## config.mk

```make
export PLATFORM = sky130hd
export DESIGN_NAME = posit_to_float32
export DESIGN_NICKNAME = d
export VERILOG_FILES = /design/src/rtl/posit_to_float32.sv
export SDC_FILE = /design/constraint.sdc
export NUM_CORES = 1
export LEC_CHECK = 0
export ABC_CLOCK_PERIOD_IN_PS = 6200
export BUFFER_PORTS_ARGS = -buffer_cell sky130_fd_sc_hd__buf_2
export CORE_UTILIZATION = 30
export CTS_CLUSTER_SIZE = 40
export DETAILED_ROUTE_END_ITERATION = 7
export PLACE_DENSITY = 0.57
export SYNTH_ARGS = -nofsm -noshare
export SYNTH_HDL_FRONTEND = slang
export SYNTH_SLANG_ARGS = --single-unit
```

## constraint.sdc

```tcl
create_clock -name clk -period 6.2 [get_ports clk]
set_clock_uncertainty 0.15 [all_clocks]
set_input_delay 0.31 -clock clk [delete_from_list [all_inputs] [get_ports clk]]
set_output_delay 0.31 -clock clk [all_outputs]
set_load 0.1 [all_outputs]
```

## src/rtl/posit_to_float32.sv

```systemverilog
// posit_to_float32
//   Three-stage pipelined converter from posit(32,2) to IEEE-754 binary32.
//   Every posit(32,2) magnitude (scale -120..+120) lands on a normal binary32,
//   so there are no overflow or denormal paths.
//
//   Optional build macro: P2F_ROUND_EN
//     defined   : round-to-nearest-even on the 23-bit mantissa
//     undefined : mantissa is truncated (no rounding adder)
//   inexact reports discarded nonzero fraction bits in both builds.
//
// Ports
//   clk       rising-edge clock
//   rst_n     synchronous active-low reset
//   start     input valid, one-cycle qualifier for in_posit
//   in_posit  posit(32,2) operand
//   result    binary32 result (held while done=0)
//   nar       input was NaR (0x80000000)
//   zero      input was 0x00000000
//   inexact   nonzero fraction bits were discarded
//   done      outputs valid; asserted exactly LAT cycles after start
module posit_to_float32 #(
    parameter int NBITS = 32,
    parameter int ES    = 2,
    parameter int LAT   = 3
) (
    input  logic             clk,
    input  logic             rst_n,
    input  logic             start,
    input  logic [NBITS-1:0] in_posit,
    output logic [31:0]      result,
    output logic             nar,
    output logic             zero,
    output logic             inexact,
    output logic             done
);

    // Fraction field width below the hidden bit: 31 - 2 (min regime) - ES.
    localparam int FRAC_W = NBITS - 3 - ES;

    if (NBITS != 32 || ES != 2 || LAT != 3) begin : g_unsupported
        $error("posit_to_float32 supports only NBITS=32, ES=2, LAT=3");
    end

    // ---------------- stage 0: input register ----------------
    logic             s0_valid;
    logic [NBITS-1:0] s0_posit;

    always_ff @(posedge clk) begin
        if (!rst_n) begin
            s0_valid <= 1'b0;
            s0_posit <= '0;
        end else begin
            // An unknown start falls through to the else branch and reads as 0.
            if (start) s0_valid <= 1'b1;
            else       s0_valid <= 1'b0;
            s0_posit <= in_posit;
        end
    end

    // ---------------- stage 0 decode ----------------
    logic              d_sign;
    logic [30:0]       d_mag;
    logic [30:0]       d_run_src;
    logic [5:0]        d_r;
    logic [28:0]       d_body;
    logic [1:0]        d_exp;
    logic [FRAC_W-1:0] d_frac;
    logic [7:0]        d_scale;
    logic              d_zero;
    logic              d_nar;

    assign d_sign    = s0_posit[31];
    assign d_mag     = d_sign ? (~s0_posit[30:0] + 31'd1) : s0_posit[30:0];
    // Regime run of ones becomes a run of zeros, so one leading-zero count serves both.
    assign d_run_src = d_mag[30] ? ~d_mag : d_mag;

    always_comb begin
        logic found;
        found = 1'b0;
        d_r   = 6'd31;
        for (int unsigned i = 0; i < 31; i++) begin
            if (!found && d_run_src[30 - i]) begin
                d_r   = 6'(i);
                found = 1'b1;
            end
        end
    end

    // Bits below the terminating regime bit, left-aligned: mag << (r+1) with the
    // two always-zero low bits dropped. r >= 1 for every encoding.
    assign d_body  = d_mag[28:0] << (d_r - 6'd1);
    assign d_exp   = d_body[28:27];
    assign d_frac  = d_body[26:0];
    // scale = 4k + e; k = r-1 for a ones run, -r for a zeros run (mod-256 two's complement).
    assign d_scale = (d_mag[30] ? {d_r - 6'd1, 2'b00} : (8'd0 - {d_r, 2'b00}))
                     + {6'd0, d_exp};
    assign d_zero  = (s0_posit == 32'h0000_0000);
    assign d_nar   = (s0_posit == 32'h8000_0000);

    // ---------------- stage 1 register ----------------
    logic              s1_valid;
    logic              s1_sign;
    logic [7:0]        s1_scale;
    logic [FRAC_W-1:0] s1_frac;
    logic              s1_zero;
    logic              s1_nar;

    always_ff @(posedge clk) begin
        if (!rst_n) begin
            s1_valid <= 1'b0;
            s1_sign  <= 1'b0;
            s1_scale <= '0;
            s1_frac  <= '0;
            s1_zero  <= 1'b0;
            s1_nar   <= 1'b0;
        end else begin
            s1_valid <= s0_valid;
            s1_sign  <= d_sign;
            s1_scale <= d_scale;
            s1_frac  <= d_frac;
            s1_zero  <= d_zero;
            s1_nar   <= d_nar;
        end
    end

    // ---------------- stage 1 rounding ----------------
    logic [22:0] r_mant_t;
    logic        r_guard;
    logic        r_sticky;
    logic [7:0]  r_biased;
    logic [22:0] r_mant;
    logic [7:0]  r_exp;

    assign r_mant_t = s1_frac[26:4];
    assign r_guard  = s1_frac[3];
    assign r_sticky = |s1_frac[2:0];
    assign r_biased = s1_scale + 8'd127;

`ifdef P2F_ROUND_EN
    logic r_inc;
    logic r_carry;

    assign r_inc              = r_guard & (r_sticky | r_mant_t[0]);
    // Mantissa wraps to zero on carry; biased exponent peaks at 248, no overflow.
    assign {r_carry, r_mant}  = {1'b0, r_mant_t} + {23'd0, r_inc};
    assign r_exp              = r_biased + {7'd0, r_carry};
`else
    assign r_mant = r_mant_t;
    assign r_exp  = r_biased;
`endif

    // ---------------- stage 2 register ----------------
    logic        s2_valid;
    logic        s2_sign;
    logic [7:0]  s2_exp;
    logic [22:0] s2_mant;
    logic        s2_inexact;
    logic        s2_zero;
    logic        s2_nar;

    always_ff @(posedge clk) begin
        if (!rst_n) begin
            s2_valid   <= 1'b0;
            s2_sign    <= 1'b0;
            s2_exp     <= '0;
            s2_mant    <= '0;
            s2_inexact <= 1'b0;
            s2_zero    <= 1'b0;
            s2_nar     <= 1'b0;
        end else begin
            s2_valid   <= s1_valid;
            s2_sign    <= s1_sign;
            s2_exp     <= r_exp;
            s2_mant    <= r_mant;
            s2_inexact <= r_guard | r_sticky;
            s2_zero    <= s1_zero;
            s2_nar     <= s1_nar;
        end
    end

    // ---------------- output register ----------------
    always_ff @(posedge clk) begin
        if (!rst_n) begin
            result  <= '0;
            nar     <= 1'b0;
            zero    <= 1'b0;
            inexact <= 1'b0;
            done    <= 1'b0;
        end else begin
            done <= s2_valid;
            if (s2_valid) begin
                if (s2_nar) begin
                    result  <= 32'h7FC0_0000;
                    nar     <= 1'b1;
                    zero    <= 1'b0;
                    inexact <= 1'b0;
                end else if (s2_zero) begin
                    result  <= 32'h0000_0000;
                    nar     <= 1'b0;
                    zero    <= 1'b1;
                    inexact <= 1'b0;
                end else begin
                    result  <= {s2_sign, s2_exp, s2_mant};
                    nar     <= 1'b0;
                    zero    <= 1'b0;
                    inexact <= s2_inexact;
                end
            end
        end
    end

endmodule

```

Yosys cells after proc, flatten, opt, wreduce, memory -nomap -nowiden
Index checks and enable logic that the tools add are counted.
{"block": "word_totals", "memories": 0, "word_cells": 164, "out_inout_bits": 36, "latchBits": 0, "ff_bits": 144, "ramBits": 0, "mem_bits_ro": 0}
{"block": "classes", "n_div": 0, "muxes": 72, "order_cmp": 0, "n_reduce_logical": 62, "n_mul": 0, "add_sub_neg": 5, "bitwise_logic": 3, "n_shift": 1, "eq_ne": 1}
{"op": "2-to-1 mux 6 bit", "count": 30}
{"op": "2-to-1 mux 32 bit", "count": 2}
{"op": "2-to-1 mux 31 bit", "count": 2}
{"op": "NOT 31 bit", "count": 2}
{"op": "2-to-1 mux 1 bit", "count": 36}
{"op": "equality test 32 bit, second input constant", "count": 1}
{"op": "zero test 32 bit", "count": 1}
{"op": "adder 31 x 1 -> 31 bit, second input constant", "count": 1}
{"op": "logical AND 1 bit", "count": 30}
{"op": "zero test 1 bit", "count": 30}
{"op": "<< shifter 29 x 6 -> 29 bit", "count": 1}
{"op": "adder 8 x 2 -> 8 bit", "count": 1}
{"op": "adder 8 x 7 -> 8 bit, second input constant", "count": 1}
{"op": "2-to-1 mux 8 bit", "count": 1}
{"op": "subtractor 1 x 8 -> 8 bit, first input constant", "count": 1}
{"op": "subtractor 6 x 1 -> 6 bit, second input constant", "count": 1}
{"op": "2-to-1 mux 5 bit", "count": 1}
{"op": "OR reduction 3 bit", "count": 1}
{"op": "OR 1 bit", "count": 1}

Depth between registers and ports, before layout
Gate-level depths: netlist (run 1).
{"block": "depth", "ltp_word": 99, "mapped_depth": 24, "depth_no_buf": 19}

Worst setup path after synthesis (run 1)
No wires, ideal clock.
{"block": "synth_timing", "kind": "reg2reg", "from": "register s0_posit[0]", "to": "register s1_frac[16]", "path_slack_ns": 0.259, "arrival_ns": 5.671, "path_buffers": 3, "period_less_slack_ns": 5.941, "setup_time_ns": 0.120, "t_required_ns": 5.930, "path_stages_with_launch": 21, "path_cell_list": "dfxtp_1 -> clkbuf_1 -> inv_1 -> ha_1 -> nor3b_1 -> nand4_1 -> o41a_1 -> and2_4 -> buf_6 -> or4_4 -> o22ai_4 -> nand3_1 -> nor3_2 -> nor3_4 -> clkinv_4 -> buf_2 -> ha_1 -> xor2_2 -> mux4_2 -> and3_1 -> o31a_1"}
{"block": "synth_between", "elab_chain_len": 98}
{"item": "start, declared", "line": "46", "source": "logic [NBITS-1:0] s0_posit;"}
{"item": "start signal, assigned", "line": "56", "source": "s0_posit <= in_posit;"}
{"item": "NOT 31 bit", "line": "73", "source": "assign d_mag = d_sign ? (~s0_posit[30:0] + 31'd1) : s0_posit[30:0];"}
{"item": "adder 31 x 1 -> 31 bit", "line": "73"}
{"item": "2-to-1 mux 31 bit (*)", "line": "73"}
{"item": "NOT 31 bit", "line": "75", "source": "assign d_run_src = d_mag[30] ? ~d_mag : d_mag;"}
{"item": "2-to-1 mux 31 bit", "line": "75"}
{"item": "2-to-1 mux 1 bit", "line": "82", "source": "if (!found && d_run_src[30 - i]) begin"}
{"item": "zero test 1 bit", "line": "82"}
{"item": "logical AND 1 bit", "line": "82"}
{"item": "[82 not listed]"}
{"item": "zero test 1 bit", "line": "82"}
{"item": "logical AND 1 bit", "line": "82"}
{"item": "2-to-1 mux 1 bit", "line": "82"}
{"item": "zero test 1 bit", "line": "82"}
{"item": "logical AND 1 bit", "line": "82"}
{"item": "2-to-1 mux 6 bit", "line": "82"}
{"item": "subtractor 6 x 1 -> 6 bit", "line": "91", "source": "assign d_body = d_mag[28:0] << (d_r - 6'd1);"}
{"item": "<< shifter 29 x 6 -> 29 bit (*)", "line": "91"}
{"item": "end signal, assigned", "line": "120", "source": "s1_frac <= d_frac;"}
{"item": "end, declared", "line": "104", "source": "logic [FRAC_W-1:0] s1_frac;"}
Mark *: on every way between the ends. The rest lies on a longest branch, timed or not.
A chain may end at the register's enable or synchronous reset.

Worst setup path after layout (run 1)
{"block": "layout_timing", "from": "register s0_posit[20]", "to": "register s1_frac[11]"}
Same word-level chain as after synthesis.

==> flow_summary.ini, run 1 <==
[pwr]
swShare_pct = 33.5
switchingPower_w = 0.00107
p_seq_share_pct = 34.7
power.share.combinational_pct = 33.2
power_leakage_nw = 3.95
power_frac_clock_pct = 32.1
p_int_w = 0.00212
power.density_mw_per_mm2 = 320
peakVddDrop_mv = 0.192

[min_path]
min-delay-start = in_posit[0]
min_path_cells = 2
min_path_type = in -> reg

[critical_path]
critPathKind = reg -> reg
path_depth = 17
cp.required_ns = 6.40
cp_max_fo = 15
crit_slowest_cell = or4_4
critPathTopFamily = simple AND/OR/NAND/NOR gates
start_kind = flip-flop
max_stage_delay_ns = 0.58
critPathLaunch = s0_posit[20]$_SDFF_PN0_
r2r-start = s0_posit[20]$_SDFF_PN0_
worst-path-buf-inv = 1
end_kind = flip-flop
reg2regPathDepth = 17
crit_chain = or4_4, or3_1, o41a_1, and2_4, or4_4, o22ai_4, nand3_1, o32ai_2, nor2_1, nand2_1, ha_2, xnor2_4, buf_4, mux2i_1, mux4_2, mux2i_1, nor2b_1
worstPathArrival_ns = 5.99

[yosys]
synth-seq-area-share_pct = 35.0
synth_common_cells = dfxtp_1, nor2_1, and2_1
yosys_warnings = 0
syn_area_mm2 = 0.00823
synth.top_cell.area_share_pct = 35.0
postSynth.asyncResetShare_pct = 0
synth_ff_type = dfxtp_1
ys_ff_latch = 144
yosysTopAreaCell = dfxtp_1
synth_area_leaders = dfxtp_1, mux4_2, and2_1
synthCells = 919
syn-num-nets = 957
avgSynthCellArea_um2 = 8.95
synth_most_common_cell = dfxtp_1
ys_types = 90
synth-edff-count = 0

[floorplan]
initial_utilization_pct = 30.5
io_pins = 71
rows = 60
dieHeight_um = 168
dieArea_mm2 = 0.0281
core_mm2 = 0.0270
die_w_um = 168

[sta]
hold_violations = 0
tightest_slew_ns = 0.838
finalSetupViolCount = 0
rsz0062_at_grt = false
finalSetupTns_ns = 0
fin_crit_sh_pct = 93.3
slew_violations = 0
fmaxAchievable_mhz = 173
slew_headroom_pct = 43.7
setup_ws_ns = 0.416
finalCriticalPeriod_ns = 5.78

[detailed_routing]
vias_per_cell = 5.26
dr.first_iter.drc_count = 516
wl_per_cell_um = 16.1
postRouteAntennaNets = 0
vias = 7196
dr.pass1.iters = 5
wirelength_mm = 22.0
drcViolationCount = 0

[clock_tree]
cts.path.max_buffers = 2
cts.sinks = 144
cts_tree = yes
cts_buffers = 17
clk_latency_ns = 0.42
path_clk_slew_ns = 0.06
root_buffer = clkbuf_16
ctsHtreeMaxLevel = 4

[final_layout]
antenna_cells = 0
fin_nets = 1053
fillers = 2751
stdcell_count = 1369
drive_gt1_share_pct = 20.5
area_growth_pct = 20.8

[placed_design]
hpwl_mm = 16.1
io_buffers = 70
gp_congestion = 0.899
pre_cts_ws_ns = 0.309
dp_cells = 1303

[global_route]
grt_start_max_net_pins = 83
grt_overflow = 0
grt_pass1_vias = 6797
grt_use_total_pct = 16.1
antenna_found_initial = 0
grt_pass1_wl_mm = 36.3

[status]
outcome = finished clean

[job]
maxCapViolCount = 0
==> path summary, 6_finish.rpt <==
| kind | endpoint | slack [ns] |
|---|---|---|
| setup / recovery | s1_frac[11]$_SDFF_PP0_ | 0.42 |
| hold / removal | s0_posit[0]$_SDFF_PN0_ | 0.09 |
| setup reg to reg | s1_frac[11]$_SDFF_PP0_ | 0.42 |
| hold reg to reg | s2_mant[20]$_SDFF_PN0_ | 0.28 |
==> metrics by stage <==
step / power [W] / cell area, µm² / util, % / hold WS [ns]
finish: 0.00318 / 9940 / 36.9 / 0.0905
global route: 0.00335 / 9940 / 36.9 / 0.0712
CTS: 0.00320 / 9910 / 36.8 / 0.0622
detailed placement: 0.00215 / 9010 / 33.4 / 0.268
global placement: 0.00215 / 9010 / 33.4 / 0.266
floorplan: 0.00190 / 8230 / - / 0.249
==> final cells by class <==
type	count	area (µm²)	area share, %
Clock inverter	12	121	1.22
Sequential cell	144	2880	29.0
Timing Repair Buffer	143	991	9.97
Tap cell	341	427	4.29
Multi-Input combinational cell	692	4980	50.1
Inverter	17	68.8	0.692
Clock buffer	20	467	4.70
==> placed cells by master (no fill, tap or decap), types with 5 or more instances in the layout <==
| master | instances |
|---|---|
| dfxtp_1 | 144 |
| nor2_1 | 96 |
| buf_2 | 70 |
| and2_1 | 67 |
| a21oi_1 | 52 |
| nand2_1 | 50 |
| buf_4 | 40 |
| mux2i_1 | 35 |
| nor2b_1 | 32 |
| dlygate4sd3_1 | 32 |
| o21ai_0 | 27 |
| nor3_1 | 25 |
| mux4_2 | 24 |
| xnor2_1 | 21 |
| nand3_1 | 20 |
| clkbuf_16 | 17 |
| nand4_1 | 16 |
| xor2_1 | 14 |
| inv_1 | 12 |
| or3_1 | 11 |
| nor4_1 | 11 |
| o31ai_1 | 10 |
| or2_2 | 9 |
| o211ai_1 | 9 |
| a31oi_1 | 8 |
| and3_1 | 8 |
| mux2_2 | 8 |
| nand2b_1 | 7 |
| or4_1 | 6 |
| o41ai_1 | 6 |
| a32oi_1 | 6 |
| a21boi_0 | 6 |
| a41oi_1 | 5 |
| a2bb2oi_1 | 5 |
| o211a_1 | 5 |
==> kinds of logic (layout without fill, tap and decap cells) <==
| kind of cell | count (synthesis) | in the layout | synth area share, % |
|---|---|---|---|
| adders and majority gates | 3 | 3 | 0.456 |
| buffers and inverters | 83 | 192 | 4.50 |
| DFF | 144 | 144 | 35.0 |
| and+or+nand+nor | 380 | 380 | 24.8 |
| xor gates and xnor gates | 37 | 37 | 4.26 |
| muxes | 70 | 70 | 12.9 |
| AOI/OAI and AO/OA | 202 | 202 | 18.0 |
==> flip-flops by register name, indices dropped and copies added, names as in the netlist, 8 cells and up <==
signal and cells:
result 32, s0_posit 32, s1_frac 27, s2_mant 23, s1_scale 8, s2_exp 8
==> power by group through the flow <==
| stage | logic, W | clock network, W | registers, W |
|---|---|---|---|
| 2_1_floorplan | 0.000767 | 0 | 0.00113 |
| 3_3_place_gp | 0.00103 | 0 | 0.00113 |
| 3_5_place_dp | 0.00103 | 0 | 0.00113 |
| 4_1_cts | 0.00105 | 0.00104 | 0.00111 |
| 5_1_grt | 0.00114 | 0.00109 | 0.00112 |
| 6_report | 0.00106 | 0.00102 | 0.00110 |
==> per-layer routing <==
| layer | share of wire [%] | vias to the layer above | track usage (%) |
|---|---|---|---|
| met5 | 0 | - | 0 |
| met2 | 45 | 213 | 25.4 |
| met1 | 49 | 3405 | 22.3 |
| li1 | - | 3556 | - |
| met4 | 1.6 | 0 | 4.75 |
| met3 | 4.4 | 22 | 2.62 |
==> repair_timing <==
| item | CTS | global route |
|---|---|---|
| hold endpoints to repair | 32 | 0 |
| setup buffers | 0 | 2 |
| setup endpoints to repair | 0 | 5 |
| hold buffers | 32 | 0 |
| resized for setup | 0 | 2 |
Note: power is estimated with default switching activity, not from simulation.
==> inputs of run 2 (changes only) <==
--- a/config.mk
+++ b/config.mk
@@ -7,9 +7,9 @@
 export LEC_CHECK = 0
 export ABC_CLOCK_PERIOD_IN_PS = 6200
-export BUFFER_PORTS_ARGS = -buffer_cell sky130_fd_sc_hd__buf_2
-export CORE_UTILIZATION = 30
+export CORE_UTILIZATION = 58
 export CTS_CLUSTER_SIZE = 40
 export DETAILED_ROUTE_END_ITERATION = 7
-export PLACE_DENSITY = 0.57
+export DONT_BUFFER_PORTS = 1
+export PLACE_DENSITY = 0.86
 export SYNTH_ARGS = -nofsm -noshare
 export SYNTH_HDL_FRONTEND = slang
==> constraint.sdc (replaced) <==
create_clock -name clk -period 6.2 [get_ports clk]
set_clock_uncertainty 0.15 [all_clocks]
set_input_delay 0 -clock clk [delete_from_list [all_inputs] [get_ports clk]]
set_output_delay 0 -clock clk [all_outputs]
set_load 0.1 [all_outputs]
==> flow_summary.ini, run 2 (synthesis gave the netlist of run 1 again) <==
[sta]
rsz0062_at_grt = false
slew_violations = 0
finalSetupViolCount = 0
slew_headroom_pct = 34.4
finalCriticalPeriod_ns = 5.93
fmaxAchievable_mhz = 169
hold_violations = 0
finalSetupTns_ns = 0
setup_ws_ns = 0.272
fin_crit_sh_pct = 95.6
tightest_slew_ns = 0.982

[clock_tree]
path_clk_slew_ns = 0.07
cts_tree = yes
cts_buffers = 17
ctsHtreeMaxLevel = 4
cts.path.max_buffers = 2
root_buffer = clkbuf_16
clk_latency_ns = 0.44
cts.sinks = 144

[pwr]
power.density_mw_per_mm2 = 337
peakVddDrop_mv = 0.198
total_power_w = 0.00320
power_leakage_nw = 3.66

[floorplan]
io_pins = 71
rows = 43
initial_utilization_pct = 59.3
dieArea_mm2 = 0.0147
die_w_um = 121
dieHeight_um = 121
core_mm2 = 0.0139

[critical_path]
cp_max_fo = 13
reg2regPathDepth = 17
r2r_slack_ns = 0.27
end_kind = flip-flop
worst-path-buf-inv = 2
critPathLaunch = s0_posit[16]$_SDFF_PN0_
crit_slowest_cell = or4_1
start_kind = flip-flop
r2r_end = s1_frac[25]$_SDFF_PN0_
cp.required_ns = 6.39
r2r-start = s0_posit[16]$_SDFF_PN0_
crit_chain = or4_1, or4_4, o41a_1, and2_4, or4_4, o22ai_4, nand3_1, o32ai_2, nor2_1, nand2_1, ha_2, buf_4, xor2_2, buf_4, mux4_2, nand2b_1, a311oi_2
critPathTopFamily = simple AND/OR/NAND/NOR gates
worstPathArrival_ns = 6.12
critPathKind = reg -> reg
max_stage_delay_ns = 0.59

[job]
maxCapViolCount = 0

[global_route]
antenna_found_initial = 0
grt_pass1_vias = 6753
grt_start_max_net_pins = 80
grt_pass1_wl_mm = 33.5
grt_use_total_pct = 29.3
grt_overflow = 0

[final_layout]
fin_nets = 987
drive_gt1_share_pct = 13.9
area_growth_pct = 15.3
final_common_cell = dfxtp_1
stdcell_count = 1142
largest_registers = result (32), s0_posit (32), s1_frac (27)
final_cell_mix = dfxtp_1, nor2_1, and2_1
multi_input_area_mm2 = 0.00500
register_area_mm2 = 0.00288
fillers = 1042
antenna_cells = 0

[detailed_routing]
vias_per_cell = 6.41
dr.pass1.iters = 5
postRouteAntennaNets = 0
wirelength_mm = 21.3
vias = 7325
wl_per_cell_um = 18.6
drcViolationCount = 0
dr.first_iter.drc_count = 620

[min_path]
min-delay-start = rst_n
worst_hold_path.endpoint = s0_posit[19]$_SDFF_PN0_
min_path_type = in -> reg
min_path_cells = 2

[placed_design]
io_buffers = 0
dp_cells = 1064
gp_congestion = 0.950
hpwl_mm = 14.1
pre_cts_ws_ns = 0.236

[status]
outcome = finished clean
## run 2: changes by cell type in the layout (fill, tap and decap cells not counted), sizes merged, moves of 2 or more
| cell | previous run | this run |
|---|---|---|
| buf | 111 | 33 |
| dlygate4sd3 | 32 | 43 |
| inv | 18 | 21 |
| clkbuf | 20 | 18 |
## run 2: report_power, final
group          total (W)  switching (W)  internal [W]
Sequential       0.00114      0.0000940       0.00105
Clock            0.00105       0.000430      0.000618
Combinational    0.00101       0.000554      0.000456
Total            0.00320        0.00108       0.00212
## run 2: worst max-delay path by stage
stage	cells past startpoint	endpoint
after floorplan	20	s1_frac[16]$_SDFF_PN0_
after global placement	17	s1_frac[25]$_SDFF_PN0_
after detailed placement	17	s1_scale[0]$_SDFF_PN0_
after CTS	17	s1_scale[0]$_SDFF_PN0_
after global routing	17	s1_frac[25]$_SDFF_PN0_
final	17	s1_frac[25]$_SDFF_PN0_
## run 2: final cells by class
type | instances | area share (%)
Multi-Input combinational cell | 693 | 52.7
Sequential cell | 144 | 30.4
Timing Repair Buffer | 76 | 7.36
Clock buffer | 18 | 4.63
Tap cell | 180 | 2.37
Clock inverter | 14 | 1.81
Inverter | 17 | 0.726
## run 2: what timing repair did
item                       4_1_cts  5_1_grt
buffers inserted                 0        1
resized for setup                0        3
setup endpoints to repair        0       11
hold endpoints to repair       136        0
hold buffers                    44        0
## run 2: stage by stage
stage	area (µm²)	utilization, %	hold slack (ns)
2_1_floorplan	8230	-	-0.0227
3_3_place_gp	8380	60.4	-0.0222
3_5_place_dp	8380	60.4	-0.0210
4_1_cts	9450	68.1	0.0617
5_1_grt	9480	68.3	0.0769
6_report	9480	68.3	0.0617
## run 2: layer usage
layer | routed length [µm] | vias to the layer above | share of wire (%) | global-route usage, %
li1 | - | 3428 | - | -
met1 | 8340 | 3449 | 39 | 33.9
met2 | 10300 | 377 | 49 | 50.2
met3 | 1760 | 71 | 8.3 | 7.66
met4 | 824 | 0 | 3.9 | 14.3
met5 | 0 | - | 0 | 0
